File: config.mk
export PLATFORM = sky130hd
export DESIGN_NAME = p_accum_bank
export DESIGN_NICKNAME = d
export VERILOG_FILES = /design/src/rtl/p_accum_bank_pkg.sv /design/src/rtl/p_accum_lane.sv /design/src/rtl/p_accum_bank.sv
export SDC_FILE = /design/constraint.sdc
export NUM_CORES = 1
export LEC_CHECK = 0
export ABC_AREA = 1
export BUFFER_PORTS_ARGS = -buffer_cell sky130_fd_sc_hd__buf_2
export CAP_MARGIN = 5
export CORE_ASPECT_RATIO = 1.75
export CORE_UTILIZATION = 36
export CTS_BUF_LIST = sky130_fd_sc_hd__clkbuf_8
export CTS_CLUSTER_DIAMETER = 60
export CTS_CLUSTER_SIZE = 20
export DETAILED_ROUTE_END_ITERATION = 6
export SLEW_MARGIN = 20
export SYNTH_ARGS = -nofsm -noshare
export SYNTH_HDL_FRONTEND = slang
export SYNTH_SLANG_ARGS = --single-unit
export TNS_END_PERCENT = 50
File: constraint.sdc
create_clock -name clk -period 5.1 [get_ports clk]
set_input_delay 1.53 -clock clk [delete_from_list [all_inputs] [get_ports clk]]
set_output_delay 1.53 -clock clk [all_outputs]
set_load 0.05 [all_outputs]
File: src/rtl/p_accum_bank_pkg.sv
// Shared defaults and state encoding for the p_accum_bank accumulator bank.
package p_accum_bank_pkg;

  localparam int unsigned DefChannels = 8;
  localparam int unsigned DefInW      = 8;
  localparam int unsigned DefAccW     = 16;
  localparam int unsigned DefDepth    = 16;

  typedef enum logic {
    StAccum = 1'b0,
    StHold  = 1'b1
  } state_e;

endpackage

File: src/rtl/p_accum_lane.sv
// One accumulator lane: sign-extending adder, overflow detect, wrap or clamp (PACC_SATURATE_EN).
module p_accum_lane #(
  parameter int unsigned IN_W  = 8,
  parameter int unsigned ACC_W = 16
) (
  input  logic             clk,
  input  logic             clr,
  input  logic             en,
  input  logic             clear,
  input  logic [IN_W-1:0]  X,
  output logic [ACC_W-1:0] S,
  output logic             ovf
);

  logic [ACC_W-1:0] acc_q, acc_d;
  logic             ovf_q, ovf_d;
  logic [ACC_W-1:0] x_ext;
  logic [ACC_W-1:0] sum;
  logic             ovf_now;

  assign x_ext = ACC_W'($signed(X));
  assign sum   = acc_q + x_ext;
  // Same-sign operands producing a result of the other sign.
  assign ovf_now = (acc_q[ACC_W-1] == x_ext[ACC_W-1]) && (sum[ACC_W-1] != acc_q[ACC_W-1]);

  always_comb begin
    acc_d = acc_q;
    ovf_d = ovf_q;
    if (clear) begin
      acc_d = '0;
      ovf_d = 1'b0;
    end else if (en) begin
      acc_d = sum;
      if (ovf_now) begin
        ovf_d = 1'b1;
`ifdef PACC_SATURATE_EN
        acc_d = acc_q[ACC_W-1] ? {1'b1, {(ACC_W-1){1'b0}}} : {1'b0, {(ACC_W-1){1'b1}}};
`endif
      end
    end
  end

  always_ff @(posedge clk) begin
    if (clr) begin
      acc_q <= '0;
      ovf_q <= 1'b0;
    end else begin
      acc_q <= acc_d;
      ovf_q <= ovf_d;
    end
  end

  assign S   = acc_q;
  assign ovf = ovf_q;

endmodule

File: src/rtl/p_accum_bank.sv
// Multi-lane accumulator bank: collects DEPTH beats per frame, then holds sums until consumed.
// Lane overflow behaviour selected by PACC_SATURATE_EN (clamp) or its absence (wrap).
module p_accum_bank
  import p_accum_bank_pkg::*;
#(
  parameter int unsigned CHANNELS = DefChannels,
  parameter int unsigned IN_W     = DefInW,
  parameter int unsigned ACC_W    = DefAccW,
  parameter int unsigned DEPTH    = DefDepth
) (
  input  logic                        clk,
  input  logic                        clr,
  input  logic                        in_valid,
  output logic                        in_ready,
  input  logic [CHANNELS*IN_W-1:0]    weights_in,
  output logic                        out_valid,
  input  logic                        out_ready,
  output logic [CHANNELS*ACC_W-1:0]   sum_out,
  output logic [CHANNELS-1:0]         ovf,
  output logic [$clog2(DEPTH+1)-1:0]  beat_cnt
);

  localparam int unsigned CntW = $clog2(DEPTH + 1);

  state_e          state_q, state_d;
  logic [CntW-1:0] cnt_q, cnt_d;
  logic            accept;
  logic            consume;

  assign accept  = in_valid && (state_q == StAccum);
  assign consume = out_ready && (state_q == StHold);

  always_comb begin
    state_d = state_q;
    cnt_d   = cnt_q;
    unique case (state_q)
      StAccum: begin
        if (accept) begin
          cnt_d = cnt_q + 1'b1;
          if (cnt_q == CntW'(DEPTH - 1)) begin
            state_d = StHold;
          end
        end
      end
      StHold: begin
        if (out_ready) begin
          state_d = StAccum;
          cnt_d   = '0;
        end
      end
    endcase
  end

  always_ff @(posedge clk) begin
    if (clr) begin
      state_q <= StAccum;
      cnt_q   <= '0;
    end else begin
      state_q <= state_d;
      cnt_q   <= cnt_d;
    end
  end

  assign in_ready  = (state_q == StAccum);
  assign out_valid = (state_q == StHold);
  assign beat_cnt  = cnt_q;

  for (genvar c = 0; c < CHANNELS; c++) begin : g_lane
    p_accum_lane #(
      .IN_W  (IN_W),
      .ACC_W (ACC_W)
    ) u_lane (
      .clk   (clk),
      .clr   (clr),
      .en    (accept),
      .clear (consume),
      .X     (weights_in[c*IN_W +: IN_W]),
      .S     (sum_out[c*ACC_W +: ACC_W]),
      .ovf   (ovf[c])
    );
  end

endmodule

Word level (Yosys, flattened, before mapping). Cells that the tools add are included.

Bits in registers: 142. Bits of input ports: 68. Output and inout bits: 143. Logic and storage cells: 74.

Add/sub/neg operators: 9. Equality and inequality tests: 19. Muxes and demuxes: 7. Bitwise operators: 1. Reduce and logical (&&, ||, !) cells: 20.

Operators with widths (number): $add A16 B16 Y16 (8); $reduce_and A2 Y1 (9); $logic_and A1 B1 Y1 (10); $mux W5 (2); $pmux W5 S2 (1); $eq A1 B1 Y1 (8); $ne A1 B1 Y1 (8); $add A5 B1 Y5 const B (1); $eq A5 B4 Y1 const B (1); $mux W1 (3); $ne A2 B1 Y1 const B (1); $ne A2 B2 Y1 const B (1); $pmux W1 S2 (1); $reduce_or A2 Y1 (1); $not A1 Y1 (1).

Longest topological paths before layout. Gate-level depths: netlist (run 1).

Word-level depth: 4. Depth in mapped cells: 12.

Modules after synthesis. Synthesis (run 1) repeated with hierarchy kept, for this count alone.

Cell total of the unflattened synthesis: 2021. Area, all modules: 12478.2 sq um.

By module, submodules not included: p_accum_lane (g_lane[1].u_lane ...) (times used 4, cells an instance 248, area an instance 1530.2 sq um); p_accum_lane (g_lane[5].u_lane ...) (times used 2, cells an instance 248, area an instance 1529.0 sq um); p_accum_lane (g_lane[0].u_lane) (times used 1, cells an instance 248, area an instance 1511.4 sq um); p_accum_lane (g_lane[7].u_lane) (times used 1, cells an instance 239, area an instance 1477.7 sq um); p_accum_bank (times used 1, cells an instance 46, area an instance 310.3 sq um).

Worst setup path before layout (run 1). Ideal clock, no wire load.

Path type: input-to-reg. Start point: input weights_in[16]. End point: register g_lane[2].u_lane.acc_q[8]. Library setup time: 0.115 ns. Arrival: 2.831 ns. Data required time: 4.985 ns. Path slack: 2.153 ns. Stages: 12. Path through: ha_1 fa_1 nand3_1 nand2_1 nand2_1 nand2_1 nand2_1 nand2_1 nand2_1 nand2_1 o21ai_0 inv_1.

Word-level cells in the longest chain between the ends: 1.

Ends and longest elaborated chain: start: declaration (line p_accum_bank.sv:15) `input logic [CHANNELS*IN_W-1:0] weights_in,`; $add A16 B16 Y16 (line p_accum_lane.sv:22) `assign sum = acc_q + x_ext;`; end signal: assignment (line p_accum_lane.sv:45) `acc_q <= '0;`; end signal: assignment (line p_accum_lane.sv:48) `acc_q <= acc_d;`; end: declaration (line p_accum_lane.sv:15) `logic [ACC_W-1:0] acc_q, acc_d;`.

Every way passes these cells. A chain may end at the register's enable or synchronous reset.

Final worst setup path (run 1).
Start point: input out_ready. End point: register g_lane[7].u_lane.acc_q[7].

Word-level cells in the longest chain between the ends: 2.

Ends and longest elaborated chain: start: declaration (line p_accum_bank.sv:17) `input logic out_ready,`; $logic_and A1 B1 Y1 (line p_accum_bank.sv:31) `assign consume = out_ready && (state_q == StHold);`; $reduce_or A2 Y1 (no source line); end signal: assignment (line p_accum_lane.sv:45); end signal: assignment (line p_accum_lane.sv:48); end: declaration (line p_accum_lane.sv:15).

Every way passes these cells.

==> results of run 1 <==
per-layer routing:
metal	vias up	GRT usage (%)	part of all wire, %
met1	5699	20.6	40
met5	-	0	0
met2	268	40.7	53
li1	6694	-	-
met3	73	3.86	3.7
met4	0	10.2	3.8
cells in the final DEF, fill, tap and decap left out, types with 2 or more instances in the layout:
cell type,instances
sky130_fd_sc_hd__nand2_1,547
sky130_fd_sc_hd__nor2_1,310
sky130_fd_sc_hd__inv_1,287
sky130_fd_sc_hd__buf_2,210
sky130_fd_sc_hd__a21oi_1,146
sky130_fd_sc_hd__dfxtp_1,142
sky130_fd_sc_hd__nand3_1,133
sky130_fd_sc_hd__ha_1,122
sky130_fd_sc_hd__o21ai_0,102
sky130_fd_sc_hd__xor2_1,37
sky130_fd_sc_hd__nand4_1,25
sky130_fd_sc_hd__clkbuf_8,19
sky130_fd_sc_hd__o21ai_1,13
sky130_fd_sc_hd__and2_1,10
sky130_fd_sc_hd__o21bai_1,10
sky130_fd_sc_hd__o21a_1,8
sky130_fd_sc_hd__xnor2_1,8
sky130_fd_sc_hd__or2_2,8
sky130_fd_sc_hd__fa_1,8
sky130_fd_sc_hd__nor3_1,6
sky130_fd_sc_hd__buf_4,6
sky130_fd_sc_hd__bufinv_16,5
sky130_fd_sc_hd__clkinv_2,4
sky130_fd_sc_hd__o211ai_1,3
sky130_fd_sc_hd__diode_2,2
sky130_fd_sc_hd__inv_2,2
sky130_fd_sc_hd__nor2_4,2
sky130_fd_sc_hd__a211oi_1,2
sky130_fd_sc_hd__or2_1,2
sky130_fd_sc_hd__nand3b_1,2
sky130_fd_sc_hd__clkinv_4,2
final timing paths:
path                              from               endpoint  cells past startpoint
setup / recovery             out_ready  g_lane[7].u_lane.S[7]                     10
hold / removal    g_lane[2].u_lane.ovf   g_lane[2].u_lane.ovf                      2
setup reg to reg             out_valid  g_lane[7].u_lane.S[7]                      9
hold reg to reg   g_lane[2].u_lane.ovf   g_lane[2].u_lane.ovf                      2
per-stage QoR:
stage | setup WS, ns | utilization (%) | hold slack (ns)
6_report | 2.17 | 42.0 | 0.458
5_1_grt | 2.01 | 42.0 | 0.481
4_1_cts | 2.15 | 42.0 | 0.460
3_5_place_dp | 1.60 | 40.6 | 0.444
3_3_place_gp | 1.64 | 40.6 | 0.438
2_1_floorplan | 2.15 | - | 0.430
worst max-delay path, delay by kind of cell:
family / cells / cell delay, ns
buffers and inverters: 6 / 1.50
AND/OR/NAND/NOR: 3 / 0.15
AO/OA/AOI/OAI: 1 / 0.08
sequential cells by signal, indices dropped and copies added (netlist names):
name / flops
g_lane.u_lane.S: 128
g_lane.u_lane.ovf: 8
beat_cnt: 5
out_valid: 1
where the power goes:
part,switching [mW],internal [mW],leakage [nW]
sequential,0.113,1.23,1.18
combinational,1.28,0.565,6.80
clock,0.492,0.602,0.242
total,1.89,2.39,8.22
area by class of cell:
| cell class | count | area [um2] | share of cell area (%) |
|---|---|---|---|
| Clock buffer | 19 | 262 | 1.89 |
| Tap cell | 405 | 507 | 3.65 |
| Clock inverter | 13 | 195 | 1.41 |
| Inverter | 289 | 1090 | 7.88 |
| Timing Repair Buffer | 217 | 1120 | 8.05 |
| Sequential cell | 142 | 2840 | 20.5 |
| Multi-Input combinational cell | 1511 | 7850 | 56.6 |
| Antenna cell | 2 | 5.00 | 0.0361 |
cell families (layout without fill, tap and decap cells):
logic type | count (synthesis) | after routing | synth area share [%]
buf+inv | 340 | 538 | 11.7
simple gates | 1049 | 1049 | 35.1
fa+ha+maj | 130 | 130 | 13.9
flops | 142 | 142 | 23.5
compound gates | 287 | 287 | 12.5
other cells | 0 | 2 | 0
xor+xnor | 45 | 45 | 3.26
==> impl_summary.md, run 1 <==
Outcome
The run finished with clean final reports.

GRT
The number of antenna violations at the first check in global routing is 2. The first global-routing pass estimated roughly 57000 um of wire. The number of global-route vias before repair came to roughly 12k. The residual overflow from global routing is 0.

The maximum number of pins on one net before global-route repair is 97. The overall track demand over capacity in global routing is 20.8%.

Floorplan
From bottom edge to top edge, the die measures between 200 and 250 um. Row generation in the floorplan step produced 88 rows. The effective utilization at floorplan is roughly 37%.

The top-level port count is roughly 210. The die area is between 30000 and 40000 um2. The core box area is approximately 33000 um2.

The die is roughly 140 um wide.

Logic synthesis
The commonest cells after synthesis are sky130_fd_sc_hd__nand2_1, sky130_fd_sc_hd__nor2_1, sky130_fd_sc_hd__inv_1. Among all cell types in the netlist, the one instantiated most often is sky130_fd_sc_hd__nand2_1. Sequential cells were found to cover between 20% and 30% of the synthesized design area. Sorting the synthesized cells by area gives the leading types as sky130_fd_sc_hd__dfxtp_1, sky130_fd_sc_hd__nand2_1, sky130_fd_sc_hd__ha_1. The total standard cell area after synthesis is 12100 um2. The synthesized area divided by synthesized cell count is approximately 6.1 um2. After synthesis, the share of flip-flops with an asynchronous set or reset is 0%. The synthesized design contains 0 enable-type register cells.

The biggest area contributor in the post-synthesis netlist is sky130_fd_sc_hd__dfxtp_1. The synthesized net count is between 2k and 2.5k. The post-synthesis cell type count is 39. For this run, the number of Yosys warnings is 0.

The predominant post-synthesis flop cell is sky130_fd_sc_hd__dfxtp_1. The synthesized design contains 142 register bits. The synthesized design devotes to its leading area cell type between 20% and 30% of total area. The synthesized instance count is between 1.5k and 2k.

Layout
The filler cells instantiated in the layout total between 3k and 4k. The relative area change from synthesis to final layout is 14.6%. For this run, the post-layout net count is roughly 2.4k. The fraction of layout cells with a size suffix above 1 is about 12%. The total non-filler cell area in the finished layout is 13900 um2.

The count of cells in the finished layout, fillers not included, comes to between 2k and 3k.

Clock tree
Once the clock tree was built, the resizer swapped 0 gates to a different size. The clock reaches the later pin of the worst-skew pair after 0.50 ns. Clock-pin slew was measured on the worst setup and hold paths at 0.08 ns. The count of H-tree levels built during CTS is 4. The buffer cell driving the clock tree root is sky130_fd_sc_hd__clkbuf_8.

The buffer depth of the longest clock path is 2. TritonCTS built the clock tree. The number of buffers created by CTS is 17.

The clock net sink count is 142. The number of buffers inserted by post-CTS setup repair is 0. The count of hold buffers inserted by post-cts repair is 0.

Worst setup path
For this design, the slowest cell found on the critical path is sky130_fd_sc_hd__inv_4. Along the worst path, the maximum fanout reaches between 50 and 60. The worst setup path is launched from an input port.

The kind of critical path is input port to flop. The worst register-to-register path has a setup slack of 2.73 ns. The arrival time at the worst endpoint is between 3 and 4 ns. The critical path goes through buf_2, nand2_1, inv_2, nor2_4, buf_4, inv_4, buf_4, nor2_1, o21ai_0, inv_1. For this run, the slowest stage of the critical path takes roughly 0.50 ns. The sort of element at the end of the critical path is a flop. The most numerous cell type found on the critical path is sky130_fd_sc_hd__buf_4.

For the worst setup path, the data required time is about 5.5 ns.

Timing
Setup violations remaining at the end of the flow were counted as 0. Setup repair after global routing left no endpoint under its margin. The worst pin sits at a relative slew slack of around half. The count of final max-slew check failures is 0. The hold violation count in the final report is 0.

The highest clock rate is between 300 and 400 MHz. The final cycle utilization of the critical path is between 50% and 60%. The actual transition at the worst max-transition pin is 0.765 ns. The final sum of negative setup slack is 0 ns.

The minimum period implied by the final worst setup slack is between 2 and 3 ns. On the final layout, the worst clock skew is approximately 0.012 ns.

Drt
In the routed design, unresolved DRC markers number 0. The number of search-and-repair iterations in the first detailed-routing pass is 7. Detailed routing inserted a total of approximately 13k vias. The wire length after detailed routing is between 30000 and 40000 um. In the final routed layout, each cell accounts on average for between 10 and 15 um.

For this block, the initial DRC count from the detailed router was around 380. After detailed routing, the number of vias per cell comes to between 4 and 5. The post-detailed-route count of antenna-violating nets is 0.

Placed design
The total placed instance area is 13400 um2. Routability-driven placement finished with a final weighted congestion of 0.924. The placed wire-length estimate after detailed placement is 27100 um. Buffers placed on the I/O ports in this run total between 200 and 250.

After detailed placement, the design holds a cell count of about 2.6k.

Min path
The classification of the worst-slack hold path is flop to flop.

Power
The sum of internal, switching and leakage power is roughly 4.3 mW. Dividing total power by cell area gives a power density of roughly 310 nW/um2. Across the VDD grid, the largest voltage drop is between 0.00015 and 0.0002 V. The analysis attributes to cell leakage a power of 8.22 nW.

Run
The tool flagged a number of max-cap violations equal to 0.
Note: power is estimated with default switching activity, not from simulation.
==> run 2: changes to the inputs <==
- clock period: 5.1 -> 3.05 ns (I/O delays scaled with it)
==> impl_summary.md, run 2 (synthesized netlist as in run 1, its figures left out) <==
Layout
The final cell count without fillers is around 2.6k. The flip-flop count of the largest register, all copies and words added is between 100 and 150. The relative area change from synthesis to final layout is 15.7%.

The net count of the finished layout is between 2k and 2.5k. The fraction of layout cells with a size suffix above 1 is between 10 and 15%. The top cell types in the final layout, fill and taps aside, are sky130_fd_sc_hd__nand2_1, sky130_fd_sc_hd__nor2_1, sky130_fd_sc_hd__inv_1, sky130_fd_sc_hd__buf_2, sky130_fd_sc_hd__a21oi_1. The total non-filler cell area in the finished layout is ~14000 um2. The library cell used most frequently in the layout, excluding fill and tap cells, is sky130_fd_sc_hd__nand2_1.

Drt
Before antenna repair, the detailed router went through 5 iterations. The number of vias per cell is around 4.9. The detailed router finished its first iteration with ~450 violations. For this run, design rule violations remaining after detail routing come to 0. The post-detailed-route count of antenna-violating nets is 0.

The detailed-route wire length per cell is 13.6 um. Detailed routing inserted a total of ~13k vias. The wire length after detailed routing is ~35000 um.

Timing
The highest clock rate is roughly 450 MHz. The least setup slack across all paths after layout is 0.852 ns. The actual transition at the worst max-transition pin is 0.459 ns. Dividing the final minimum period by the clock period gives a little over 70%. The count of final max-slew check failures was 0. The final setup violation count is 0.

After layout, the minimum clock period comes to ~2.2 ns. The clock arrives with about 0.012 ns of skew. The hold violation count in the final report is 0. In the final timing run, aggregate negative setup slack is 0 ns. Setup repair after global routing left no endpoint under its margin. The relative max-transition margin is between 60% and 70%. The worst hold slack after final layout is around 0.45 ns.

Placed design
Timing analysis after detailed placement gives a worst setup slack of 0.386 ns. The weighted congestion at the end of routability-driven global placement is about 0.96. The number of cells after detailed placement is between 2k and 3k. The HPWL after detailed placement is 27200 um. The total placed instance area is 13500 um2. The count of buffers added on input and output ports is 210.

Power
In this run the power density over the cells is roughly 530 nW/um2. The power share of the combinational group is a little over two fifths. The worst voltage drop across the vdd grid is roughly 0.00026 V. The net switching power figure is around 3.2 mW. The internal portion of the total power is ~4.2 mW. Of the total power, the clock network draws ~28%. The switching power share of the total is 42.7%. Of the total power, registers draw roughly 30%. The leakage power is between 8 and 9 nW.

Worst setup path
The number of buffers and inverters on the critical path is 1. The critical path is of the flop to output pin type. The dominant delay contributor by cell family on the critical path is flip-flops. The slowest stage of the critical path belongs to the cell sky130_fd_sc_hd__dfxtp_1.

Data on the critical path arrives at its endpoint at 1.28 ns. The endpoint identified for the worst register-to-register timing path is g_lane[2].u_lane.S[8]. The sort of element at the end of the critical path is an output pin.

The launching element type of the critical path is a flop. The startpoint identified for the worst register-to-register timing path is g_lane[2].u_lane.S[0]. The largest fanout on the critical path is 4. Traced cell by cell, the critical path runs through buf_2. The count of cells along the worst register-to-register path is 12. The stage delay of the slowest cell on the critical path is between 0.4 and 0.5 ns. STA puts the critical path data required time at between 2 and 2.5 ns. Setup slack on the worst reg-to-reg path comes out at around 1.1 ns.

Floorplan
The die area is roughly 34000 um2. For this design the top-level I/O count stands at ~210. The y dimension of the die is between 200 and 250 um. The die is 141 um wide.

Row generation in the floorplan step produced 88 rows. For this configuration, the core starts out at a cell density of a little over a third. The core box area is 33000 um2.

Clock tree
The number of buffers inserted by post-CTS setup repair is 0. For the worst-skew pair, the clock arrives at the later sink with an insertion delay of between 0.4 and 0.5 ns. TritonCTS built the clock tree. The clock slew seen by the registers of the worst setup and hold paths is around 0.080 ns. The number of buffers created by CTS is 17.

The post-cts repair resize count is 0. The clock drives 142 sinks. Hold repair after CTS inserted 0 buffers.

The clock tree synthesis step divided the H-tree into 4 levels. The buffer depth of the longest clock path is 2. CTS placed an instance of sky130_fd_sc_hd__clkbuf_8 at the clock tree root.

Min path
The classification of the worst-slack hold path is flop to flop. For hold timing, the worst endpoint is g_lane[7].u_lane.ovf. The startpoint of the tightest hold check path is g_lane[7].u_lane.ovf.

Along the worst hold path, the cell count comes to 2.

GRT
The first global-routing pass estimated roughly 58000 um of wire. The number of global-route vias before repair is between 10k and 15k. Across every metal layer, demand over resource in global routing totals a little over a fifth.

The residual overflow from global routing is 0. The number of antenna violations at the first check in global routing was 2. Entering global routing, the biggest net connects 89 pins.

Run
The tool flagged a number of max-cap violations equal to 0.

Outcome
The run finished with clean final reports.
## run 2: cell types whose count changed in the layout (fill, tap and decap cells not counted)
| cell | delta |
|---|---|
| sky130_fd_sc_hd__inv_1 | -2 |
| sky130_fd_sc_hd__clkbuf_8 | -1 |
| sky130_fd_sc_hd__clkinv_2 | -3 |
| sky130_fd_sc_hd__bufinv_16 | +3 |
| sky130_fd_sc_hd__buf_4 | -3 |
| sky130_fd_sc_hd__clkinvlp_4 | +2 |
| sky130_fd_sc_hd__inv_6 | +1 |
| sky130_fd_sc_hd__buf_12 | +4 |
## run 2: metal layers
metal  GRT usage (%)  wire (um)
met1            21.4      14000
met2            41.1      18900
met3            3.39       1310
met4            9.02       1080
met5               0          0
## run 2: metrics by stage
stage          utilization (%)  total power [mW]
5_1_grt                   42.4              7.97
4_1_cts                   42.4              7.52
6_report                  42.4              7.41
3_5_place_dp              40.8              5.39
2_1_floorplan                -              4.66
3_3_place_gp              40.8              5.36
## run 2: how the worst max path moves through the flow
stage	cells after the start	slack, ns	end	start
final	1	0.85	out_valid	out_valid
after global placement	13	0.37	g_lane[2].u_lane.S[8]	weights_in[16]
after detailed placement	13	0.39	g_lane[2].u_lane.S[8]	weights_in[16]
after CTS	1	0.79	sum_out[33]	g_lane[2].u_lane.S[1]
after global routing	13	0.71	g_lane[2].u_lane.S[8]	weights_in[16]
after floorplan	12	0.72	g_lane[2].u_lane.S[8]	weights_in[16]
## run 2: layout make-up
type                            count  area (um2)
Sequential cell                   142        2840
Fill cell                        3580       19000
Multi-Input combinational cell   1511        7850
Clock buffer                       18         248
Inverter                          289        1090
Timing Repair Buffer              218        1170
Tap cell                          405         507
Clock inverter                     14         287
Antenna cell                        2        5.00
## run 2: power groups by stage
| stage | logic, mW | clock network (mW) | registers, mW |
|---|---|---|---|
| floorplan | 1.80 | 0 | 2.86 |
| global placement | 3.08 | 0 | 2.28 |
| detailed placement | 3.11 | 0 | 2.28 |
| CTS | 3.12 | 2.16 | 2.24 |
| global route | 3.49 | 2.22 | 2.26 |
| finish | 3.11 | 2.07 | 2.23 |
